--- src/rtl/rotate_pipe_stage.sv ---
// rtl/rotate_pipe_stage.sv - two-stage valid/ready pipeline around a 4-bit rotator
//
// Purpose:
//   Stage 1 registers a rotate request (operand, amount, direction) and drives
//   the external combinational rotator. Stage 2 captures the rotator output
//   for the requested direction and presents it downstream. op_count counts
//   completed output handshakes for debug.
//
// Ports:
//   clk        rising-edge clock
//   reset_n    asynchronous active-low reset
//   in_valid   upstream request valid
//   in_ready   stage 1 can accept this cycle
//   in_data    operand to rotate
//   in_shamt   rotate amount
//   in_dir     0 = rotate right, 1 = rotate left
//   rot_a      to rotator operand (stage-1 data register)
//   rot_shamt  to rotator amount (stage-1 shamt register)
//   rot_right  from rotator, right-rotated result
//   rot_left   from rotator, left-rotated result
//   out_valid  stage-2 result valid
//   out_ready  downstream accepts
//   out_data   rotated result
//   op_count   completed output handshakes, wrapping

module rotate_pipe_stage #(
  parameter int WIDTH = 4,
  parameter int SHW   = 2,
  parameter int CNTW  = 8
) (
  input  logic             clk,
  input  logic             reset_n,
  input  logic             in_valid,
  output logic             in_ready,
  input  logic [WIDTH-1:0] in_data,
  input  logic [SHW-1:0]   in_shamt,
  input  logic             in_dir,
  output logic [WIDTH-1:0] rot_a,
  output logic [SHW-1:0]   rot_shamt,
  input  logic [WIDTH-1:0] rot_right,
  input  logic [WIDTH-1:0] rot_left,
  output logic             out_valid,
  input  logic             out_ready,
  output logic [WIDTH-1:0] out_data,
  output logic [CNTW-1:0]  op_count
);

  logic             v1;
  logic [WIDTH-1:0] d1;
  logic [SHW-1:0]   s1;
  logic             dir1;
  logic             v2;
  logic [WIDTH-1:0] data2;

  logic adv2;
  logic in_xfer;
  logic out_xfer;

  // Stage 2 can take stage 1's item when it is empty or draining this cycle.
  assign adv2     = v1 & (~v2 | out_ready);
  assign in_ready = ~v1 | adv2;
  assign in_xfer  = in_valid & in_ready;
  assign out_xfer = v2 & out_ready;

  assign rot_a     = d1;
  assign rot_shamt = s1;
  assign out_valid = v2;
  assign out_data  = data2;

  always_ff @(posedge clk or negedge reset_n) begin
    if (!reset_n) begin
      v1   <= 1'b0;
      d1   <= '0;
      s1   <= '0;
      dir1 <= 1'b0;
    end else if (in_xfer) begin
      v1   <= 1'b1;
      d1   <= in_data;
      s1   <= in_shamt;
      dir1 <= in_dir;
    end else if (adv2) begin
      // Payload registers keep their last value; only the valid bit drops.
      v1 <= 1'b0;
    end
  end

  always_ff @(posedge clk or negedge reset_n) begin
    if (!reset_n) begin
      v2    <= 1'b0;
      data2 <= '0;
    end else if (adv2) begin
      v2    <= 1'b1;
      data2 <= dir1 ? rot_left : rot_right;
    end else if (out_xfer) begin
      v2 <= 1'b0;
    end
  end

  always_ff @(posedge clk or negedge reset_n) begin
    if (!reset_n) begin
      op_count <= '0;
    end else if (out_xfer) begin
      op_count <= op_count + 1'b1;
    end
  end

endmodule

--- config.mk ---
export PLATFORM = sky130hd
export DESIGN_NAME = rotate_pipe_stage
export DESIGN_NICKNAME = d
export VERILOG_FILES = /design/src/rtl/rotate_pipe_stage.sv
export SDC_FILE = /design/constraint.sdc
export NUM_CORES = 1
export LEC_CHECK = 0
export CAP_MARGIN = 10
export CORE_MARGIN = 2
export CORE_UTILIZATION = 46
export CTS_BUF_LIST = sky130_fd_sc_hd__clkbuf_8
export DETAILED_ROUTE_END_ITERATION = 12
export PLACE_DENSITY = 0.92
export SKIP_CTS_REPAIR_TIMING = 1
export SYNTH_ARGS = -nofsm -noshare
export SYNTH_HDL_FRONTEND = slang
export SYNTH_SLANG_ARGS = --single-unit
--- constraint.sdc ---
create_clock -name clk -period 2.15 [get_ports clk]
set_clock_uncertainty 0.05 [all_clocks]
set_input_delay 0.43 -clock clk [delete_from_list [all_inputs] [get_ports clk]]
set_output_delay 0.43 -clock clk [all_outputs]
set_load 0.01 [all_outputs]
### Word-level counts from Yosys, hierarchy flattened

Cells that the tools add are included.
Widths: inputs -> output; s select.

| storage, ports and cells | value |
|---|---|
| bits in registers | 21 |
| output and inout bits | 20 |
| logic and storage cells | 22 |

| cells by class | value |
|---|---|
| add/subtract/negate cells | 1 |
| mux-type cells | 5 |
| bitwise operators | 7 |
| reduce and logical (&&, ||, !) cells | 2 |

Operator list:

| operator | count |
|---|---|
| $add 8x1->8 const B | 1 |
| $mux 1 | 4 |
| $mux 4 | 1 |
| $reduce_bool 2->1 | 2 |
| $and 1x1->1 | 3 |
| $not 1->1 | 2 |
| $or 1x1->1 | 2 |

### Logic depth before layout (Yosys ltp)

Gate-level depths: netlist of run 1.

| depth | value |
|---|---|
| depth in word-level cells | 6 |
| depth in mapped cells | 4 |
| gate-level depth less buffers | 4 |

### Least setup slack after synthesis of run 1

OpenSTA, ideal clock, no wires.

| timing path | value |
|---|---|
| path kind | input-to-reg |
| start | input port out_ready |
| end | register dir1 |
| library setup time | 0.125 ns |
| arrival time | 1.174 ns |
| slack | 0.801 ns |
| cell stages on the path | 3 |
| path buffers | 0 |
| cells stage by stage | nand3b_2 > nand2_2 > mux2_2 |

| between the ends | value |
|---|---|
| word-level cells in the longest chain between the ends | 4 |

RTL lines:

| what | RTL line | source |
|---|---|---|
| start: declaration | 43 | `input logic out_ready,` |
| $or 1x1->1 | 60 | `assign adv2 = v1 & (~v2 \| out_ready);` |
| $and 1x1->1 | 60 |  |
| $or 1x1->1 | 61 | `assign in_ready = ~v1 \| adv2;` |
| $and 1x1->1 | 62 | `assign in_xfer = in_valid & in_ready;` |
| end signal: assignment | 80 | `dir1 <= in_dir;` |
| end: declaration | 51 | `logic dir1;` |

No other way between the ends.
A chain may end at the register's enable or synchronous reset.

### Final worst setup path of run 1

| timing path | value |
|---|---|
| start | input port out_ready |
| end | output port in_ready |

| between the ends | value |
|---|---|
| word-level cells in the longest chain between the ends | 3 |

RTL lines:

| what | RTL line | source |
|---|---|---|
| $or 1x1->1 | 60 |  |
| $and 1x1->1 | 60 |  |
| $or 1x1->1 | 61 |  |
| end: declaration | 34 | `output logic in_ready,` |

No other way between the ends.

==> results.yml, run 1 <==
status:
  status: "complete, no violations"
die:
  die_x_um: 48.0
  die-area_um2: 2300
  dieHeight_um: 48.0
  io_pins: 39
  initial_core_util: 0.500
  rows: 15
  coreArea_um2: 1780
detailed_routing:
  via_count: 671
  drc: 0
  dr.first_iter.drc_count: 5
  wirelength_um: 1930
  detailedRoute.firstPassIterationCount: 3
  wl_per_cell_um: 14.2
  viasPerCell: 4.93
  drtAntennaViolNets: 0
global_routing:
  grt_remaining_overflow: 0
  gr-usage-all-layers: 0.185
  grt.met1_usage: 0.233
  grt_busiest_layer: "met2"
  antenna_found_initial: 0
  grt_pass1_vias: 664
  grt_max_degree: 22
  use_met3: 0.0302
  grt_pass1_wl_um: 2890
  grtUsageMet2: 0.309
layout:
  final_cell_mix: "37 x clkdlybuf4s50_1, 21 x dfrtp_1, 8 x mux2_2, 5 x xor2_1"
  final_common_cell: "clkdlybuf4s50_1"
  drive_gt1_frac: 0.162
  num-nets-final: 132
  area_growth_pct: 51.8
  fill_cells: 134
  num_antenna_cells: 0
place:
  place.gp.congestion: 0.798
  port_buffers: 38
  dp_hpwl_um: 1490
  pre_cts_slack_ns: 0.00135
clock_network:
  cts_made_buffers: 3
  root_buffer: "clkbuf_8"
  cts_tree: "built"
  cts.path.max_buffers: 2
  clock_sinks: 21
  cts.clk_slew.worst_paths_ns: 0.07
  clk_latency_ns: 0.25
  ctsHtreeMaxLevel: 1
power:
  power_density_nw_per_um2: 947
  leakagePower_nw: 0.587
  finalPower_mw: 1.28
  vdd_drop_max_uv: 624
worst_setup_path:
  worstSetupStartpointType: "primary input"
  cp_data_arrival_time_ns: 1.34
  crit_path_end_kind: "output pin"
  worstPathMaxFanout: 4
  crit_slowest_cell: "clkdlybuf4s50_1"
  crit_type: "primary input to output pin"
  cp_slowest_stage_delay_ns: 0.48
  crit_buf_inv: 2
  crit_family: "buffers and inverters"
  path_cells: "clkdlybuf4s50_1 > nand3b_2 > dlymetal6s2s_1"
  required_ns: 1.67
yosys:
  synthesis.nets: 90
  yosys_register_bits: 21
  netlist_area_um2: 891
  synth-seq-area-share: 0.590
  yosys_warnings: 0
  synth_cell_types: 18
  avgSynthCellArea_um2: 12.7
  syn_inst: 70
timing:
  hold_ws_ns: 0.420
  final_max_slew_viol_count: 0
  tightestPinTransition_ns: 0.314
  max_freq_mhz: 549
  hold_viol_final: 0
  fin_crit_ns: 1.82
  setup_viol: 0
  fin_ws_ns: 0.328
  timing.final.crit_share: 0.847
  slew_headroom: 0.791
  rsz0062_at_grt: "no"
min_path:
  hold_path_class: "flop to flop"
job:
  cap_violations: 0
## synthesized netlist by cell type
cell / n / area share
dfrtp_1: 21 / 0.59
mux2_2: 8 / 0.10
xor2_1: 5 / 0.049
a21oi_1: 4 / 0.022
a31oi_1: 4 / 0.028
mux2i_1: 4 / 0.045
nand2_1: 4 / 0.017
nand2b_1: 3 / 0.021
nand3_1: 3 / 0.017
buf_2: 2 / 0.011
nand2_2: 2 / 0.014
nor2_1: 2 / 0.0084
nor3_1: 2 / 0.011
xnor2_1: 2 / 0.020
clkbuf_1: 1 / 0.0042
ha_1: 1 / 0.014
nand3b_2: 1 / 0.013
nor4_2: 1 / 0.014
## kinds of logic (layout without fill, tap and decap cells)
kind of cell	count (synthesis)	in the layout	share of synthesized area
adders and majority gates	1	1	0.0140
AOI/OAI and AO/OA	8	8	0.0506
DFF	21	21	0.590
buffers and inverters	3	44	0.0154
xor gates and xnor gates	7	7	0.0688
and+or+nand+nor	18	18	0.115
muxes	12	12	0.146
## where the power goes
part / total, mW / switching [mW] / internal, mW
clock: 0.253 / 0.124 / 0.129
sequential: 0.592 / 0.103 / 0.489
combinational: 0.435 / 0.165 / 0.270
total: 1.28 / 0.392 / 0.888
## per-stage QoR
stage	area [um^2]	TNS, ns	cells	util
after floorplan	891	0	70	-
after global placement	1300	0	132	0.731
after detailed placement	1300	0	132	0.731
after CTS	1350	-0.00904	136	0.757
after global routing	1350	0	136	0.759
final	1350	0	136	0.759
## final timing paths
path,startpoint,endpoint,slack (ns),cells past startpoint
worst min register to register,op_count[7],op_count[7],0.42,1
worst min-delay path,op_count[7],op_count[7],0.42,1
min in group asynchronous,reset_n,rot_shamt[0],0.47,2
max in group asynchronous,reset_n,op_count[3],1.37,2
worst max-delay path,out_ready,in_ready,0.33,3
worst max register to register,v1,rot_shamt[0],0.66,4
## routing by layer
metal,vias to the layer above,part of all wire
li1,326,-
met3,2,0.039
met5,-,0
met2,23,0.52
met1,320,0.43
met4,0,0.0093
## flip-flops by register name, summed over array words and instances, names as in the netlist
signal and cells:
op_count 8, rot_shamt 2, dir1 1, rot_a 4, out_valid 1, v1 1, out_data 4
## layout make-up
cell class,instances,area (um^2),share of cell area
Tap cell,25,31.3,0.0231
Clock buffer,3,41.3,0.0305
Clock inverter,1,5.00,0.00370
Multi-Input combinational cell,46,352,0.260
Timing Repair Buffer,40,398,0.294
Sequential cell,21,526,0.389
No activity file was read; power rests on OpenSTA's default activity.
==> inputs of run 2 (changes only) <==
--- a/config.mk
+++ b/config.mk
@@ -7,10 +7,10 @@
 export LEC_CHECK = 0
 export CAP_MARGIN = 10
 export CORE_MARGIN = 2
-export CORE_UTILIZATION = 46
+export CORE_UTILIZATION = 42
 export CTS_BUF_LIST = sky130_fd_sc_hd__clkbuf_8
 export DETAILED_ROUTE_END_ITERATION = 12
-export PLACE_DENSITY = 0.92
+export PLACE_DENSITY = 0.85
 export SKIP_CTS_REPAIR_TIMING = 1
 export SYNTH_ARGS = -nofsm -noshare
 export SYNTH_HDL_FRONTEND = slang
==> constraint.sdc (replaced) <==
create_clock -name clk -period 1.8 [get_ports clk]
set_clock_uncertainty 0.05 [all_clocks]
set_input_delay 0.36 -clock clk [delete_from_list [all_inputs] [get_ports clk]]
set_output_delay 0.36 -clock clk [all_outputs]
set_load 0.01 [all_outputs]
==> run 2 against run 1 <==
Against the previous run: total power rose by 19%; largest cell class unchanged; clock power rose by 17%; via count fell by 2.7%.
==> results.yml, run 2 (synthesis results as in run 1) <==
die:
  coreArea_um2: 1980
  rows: 16
  dieHeight_um: 50.1
  initial_core_util: 0.449
  die_x_um: 50.1
  die-area_um2: 2510
  io_pins: 39
power:
  p_seq_frac: 0.462
  power_switching_uw: 463
  finalPower_mw: 1.53
  power_density_nw_per_um2: 1120
  power.internal_mw: 1.06
  vdd_drop_max_uv: 595
  leakagePower_nw: 0.596
  combPwrFrac: 0.344
  swShare: 0.303
  clockPowerShare: 0.195
global_routing:
  use_met3: 0.0394
  gr-usage-all-layers: 0.156
  grtUsageMet2: 0.272
  grt_pass1_wl_um: 3010
  grt_max_degree: 22
  grt_remaining_overflow: 0
  antenna_found_initial: 0
  grt.met1_usage: 0.188
  grt_pass1_vias: 708
  grt_busiest_layer: "met2"
job:
  cap_violations: 0
clock_network:
  cts.clk_slew.worst_paths_ns: 0.07
  clock_sinks: 21
  cts_tree: "built"
  cts.path.max_buffers: 2
  clk_latency_ns: 0.25
  cts_made_buffers: 3
  ctsHtreeMaxLevel: 1
  root_buffer: "clkbuf_8"
timing:
  final.setup.tns_ns: 0
  slew_headroom: 0.788
  tightestPinTransition_ns: 0.318
  max_freq_mhz: 601
  final_max_slew_viol_count: 0
  fin_crit_ns: 1.66
  rsz0062_at_grt: "no"
  hold_viol_final: 0
  setup_viol: 0
  hold_ws_ns: 0.402
  timing.final.crit_share: 0.924
detailed_routing:
  drtAntennaViolNets: 0
  drc: 0
  viasPerCell: 4.66
  wl_per_cell_um: 12.3
  detailedRoute.firstPassIterationCount: 3
  wirelength_um: 1730
  via_count: 653
  dr.first_iter.drc_count: 2
worst_setup_path:
  crit_cells: 1
  worstPathMaxFanout: 5
  crit_path_end_kind: "output pin"
  crit_type: "flop to output pin"
  worstSetupStartpointType: "flop"
  cp_data_arrival_time_ns: 1.25
  path_cells: "clkdlybuf4s50_1"
  crit_buf_inv: 1
  crit_family: "buffers and inverters"
  reg2reg_depth: 4
  required_ns: 1.39
  cp_slowest_stage_delay_ns: 0.57
  crit_slowest_cell: "clkdlybuf4s50_1"
place:
  dp_hpwl_um: 1290
  place.gp.congestion: 0.776
  port_buffers: 38
status:
  status: "complete, no violations"
layout:
  regArea_um2: 526
  num_antenna_cells: 0
  final_common_cell: "clkdlybuf4s50_1"
  regMostFlops: "op_count"
  utilization: 0.691
  multi_input_area_um2: 352
  drive_gt1_frac: 0.177
  largest_reg_flops: 8
  num-nets-final: 134
  fill_cells: 152
  final_cell_mix: "37 x clkdlybuf4s50_1, 21 x dfrtp_1, 8 x mux2_2, 5 x xor2_1"
  area_growth_pct: 53.8
min_path:
  hold_path_class: "primary input to async pin"
==> run 2: stage by stage <==
stage	instance area (um^2)	setup WS (ns)	cells
final	1370	0.137	140
after global routing	1370	0.0829	140
after CTS	1370	-0.123	140
after detailed placement	1320	-0.116	136
after global placement	1320	-0.119	136
after floorplan	891	0.518	70
==> run 2: worst reg2reg max path, cell delays in order (launching register included) <==
cell,delay (ns)
dfrtp_1,0.43
nand3b_2,0.12
buf_4,0.15
nand2_2,0.16
mux2_2,0.36
==> run 2: worst paths after layout <==
check	start	slack, ns	end
worst min-delay path	reset_n	0.40	op_count[0]
max in group asynchronous	reset_n	1.09	rot_shamt[1]
worst max register to register	out_valid	0.42	rot_a[2]
worst max-delay path	op_count[4]	0.14	op_count[4]
min in group clk	op_count[7]	0.43	op_count[7]
worst min register to register	op_count[7]	0.43	op_count[7]
==> run 2: routing by layer <==
layer / vias up / routed length, um
li1: 327 / -
met1: 299 / 752
met2: 27 / 847
met3: 0 / 126
met4: 0 / 0
met5: - / 0
==> run 2: cell type report <==
| type | count | area share |
|---|---|---|
| multi-input cells | 46 | 0.257 |
| flip-flops and latches | 21 | 0.384 |
| repair buffers | 42 | 0.301 |
| clock buffers | 3 | 0.0301 |
| clock inverters | 1 | 0.00365 |
| well taps | 27 | 0.0247 |
==> run 2: power by group through the flow <==
stage / combinational (mW) / sequential, mW / clock, mW
finish: 0.525 / 0.705 / 0.297
global route: 0.572 / 0.726 / 0.334
CTS: 0.534 / 0.706 / 0.312
detailed placement: 0.531 / 0.714 / 0
global placement: 0.518 / 0.708 / 0
floorplan: 0.186 / 0.740 / 0
==> inputs of run 3 (changes only) <==
--- a/config.mk
+++ b/config.mk
@@ -10,6 +10,8 @@
 export CORE_UTILIZATION = 42
 export CTS_BUF_LIST = sky130_fd_sc_hd__clkbuf_8
 export DETAILED_ROUTE_END_ITERATION = 12
+export GPL_ROUTABILITY_DRIVEN = 0
+export GPL_TIMING_DRIVEN = 0
 export PLACE_DENSITY = 0.85
 export SKIP_CTS_REPAIR_TIMING = 1
 export SYNTH_ARGS = -nofsm -noshare
==> run 3 against run 2 <==
Against the previous run: non-clock buffer count shrank 1; utilization shrank 0.88 points; maximum frequency shrank 2.7%; sequential power shrank 1%; design area shrank 1.3%; critical path depth grew 2; register-to-register slack is essentially flat; global-route usage grew 0.94 points; setup slack lost 0.046 ns; die area is the same; clock-buffer cell count is the same; combinational power is essentially flat; critical path type is now primary input to output pin; critical endpoint is now in_ready.
==> results.yml, run 3 (synthesis results as in run 1) <==
timing:
  timing.final.crit_share: 0.950
  fin_ws_ns: 0.0907
  fin_crit_ns: 1.71
  setup_viol: 0
  final_max_slew_viol_count: 0
  slew_headroom: 0.395
  max_freq_mhz: 585
  tightestPinTransition_ns: 0.905
  hold_ws_ns: 0.418
  rsz0062_at_grt: "no"
  hold_viol_final: 0
layout:
  stdcell_count: 139
  final_cell_mix: "37 x clkdlybuf4s50_1, 21 x dfrtp_1, 8 x mux2_2, 5 x xor2_1"
  final_common_cell: "clkdlybuf4s50_1"
  largest_reg_flops: 8
  num_antenna_cells: 0
  regMostFlops: "op_count"
  utilization: 0.682
  num-nets-final: 133
  area_growth_pct: 51.8
  drive_gt1_frac: 0.152
detailed_routing:
  wirelength_um: 1730
  drtAntennaViolNets: 0
  dr.first_iter.drc_count: 6
  detailedRoute.firstPassIterationCount: 4
  drc: 0
  wl_per_cell_um: 12.4
  viasPerCell: 4.86
  via_count: 675
worst_setup_path:
  crit_type: "primary input to output pin"
  crit_family: "buffers and inverters"
  crit_buf_inv: 2
  worstPathMaxFanout: 4
  worstReg2RegEnd: "rot_shamt[0]"
  crit_slowest_cell: "clkdlybuf4s50_1"
  worstSetupStartpointType: "primary input"
  cp_data_arrival_time_ns: 1.30
  rrSetupSlack_ns: 0.43
  path_cells: "clkdlybuf4s50_1 > nand3b_2 > dlymetal6s2s_1"
  cp_slowest_stage_delay_ns: 0.47
  reg2reg_depth: 4
  crit_path_end_kind: "output pin"
  required_ns: 1.39
  regToRegStartpoint: "v1"
die:
  io_pins: 39
  coreArea_um2: 1980
  dieHeight_um: 50.1
  rows: 16
  die-area_um2: 2510
  die_x_um: 50.1
  initial_core_util: 0.449
power:
  power.internal_mw: 1.06
  power_density_nw_per_um2: 1120
  combPwrFrac: 0.348
  power_switching_uw: 457
  swShare: 0.301
  clockPowerShare: 0.192
  leakagePower_nw: 0.587
  p_seq_frac: 0.460
  vdd_drop_max_uv: 601
  finalPower_mw: 1.52
min_path:
  holdPathStages: 1
  hold_path_class: "flop to flop"
  worstHoldStart: "op_count[7]"
  worstHoldEndpoint: "op_count[7]"
place:
  dp_hpwl_um: 1300
  pre_cts_slack_ns: -0.225
  dp_cells: 135
  port_buffers: 38
global_routing:
  gr-usage-all-layers: 0.165
  grt_pass1_vias: 707
  antenna_found_initial: 0
  grt_remaining_overflow: 0
  grt_pass1_wl_um: 3080
  grt_max_degree: 22
clock_network:
  cts.clk_slew.worst_paths_ns: 0.07
  clk_latency_ns: 0.25
  clock_sinks: 21
  cts_tree: "built"
  root_buffer: "clkbuf_8"
  ctsHtreeMaxLevel: 1
  cts.path.max_buffers: 2
  cts_made_buffers: 3
status:
  status: "complete, no violations"
job:
  cap_violations: 0
## run 3: cell types whose count changed in the layout (fill, tap and decap cells not counted)
cell	previous run	this run
buf_4	4	0
buf_2	0	2
clkbuf_1	0	1
clkinv_2	1	0
inv_1	0	1
## run 3: worst max-delay path by stage
stage / startpoint / to / slack, ns / depth (start not counted)
2_1_floorplan: v1 / dir1 / 0.52 / 4
3_3_place_gp: out_ready / in_ready / -0.24 / 3
3_5_place_dp: out_ready / in_ready / -0.22 / 3
4_1_cts: out_ready / in_ready / -0.24 / 3
5_1_grt: out_ready / in_ready / 0.009 / 3
6_report: out_ready / in_ready / 0.09 / 3
## run 3: area by class of cell
class,count,area (um^2)
tap,27,33.8
fill,155,629
buffer,3,13.8
multi-input combinational,46,352
clock inverter,1,3.75
clock buffer,3,41.3
sequential,21,526
timing repair buffer,38,383
## run 3: worst register-to-register path: cells and delay by family, from the launching register on
family | cells | cell delay (ns)
simple gates | 2 | 0.33
mux | 1 | 0.36
buf+inv | 1 | 0.20
flops | 1 | 0.33
## run 3: stage by stage
step / setup TNS, ns / instance area (um^2)
6_report: 0 / 1350
5_1_grt: 0 / 1350
4_1_cts: -0.241 / 1350
3_5_place_dp: -0.292 / 1310
3_3_place_gp: -0.350 / 1310
2_1_floorplan: 0 / 891
## run 3: metal layers
layer / share of wire / global-route usage / vias to the layer above
met5: 0 / 0 / -
met4: 0.039 / 0.116 / 0
met3: 0.056 / 0.0303 / 6
met2: 0.47 / 0.268 / 31
met1: 0.43 / 0.195 / 313
li1: - / - / 325
## run 3: power groups by stage
stage	combinational (mW)	sequential (mW)	clock, mW
after floorplan	0.186	0.740	0
after global placement	0.519	0.700	0
after detailed placement	0.536	0.707	0
after CTS	0.538	0.700	0.306
after global routing	0.573	0.719	0.328
final	0.528	0.697	0.291
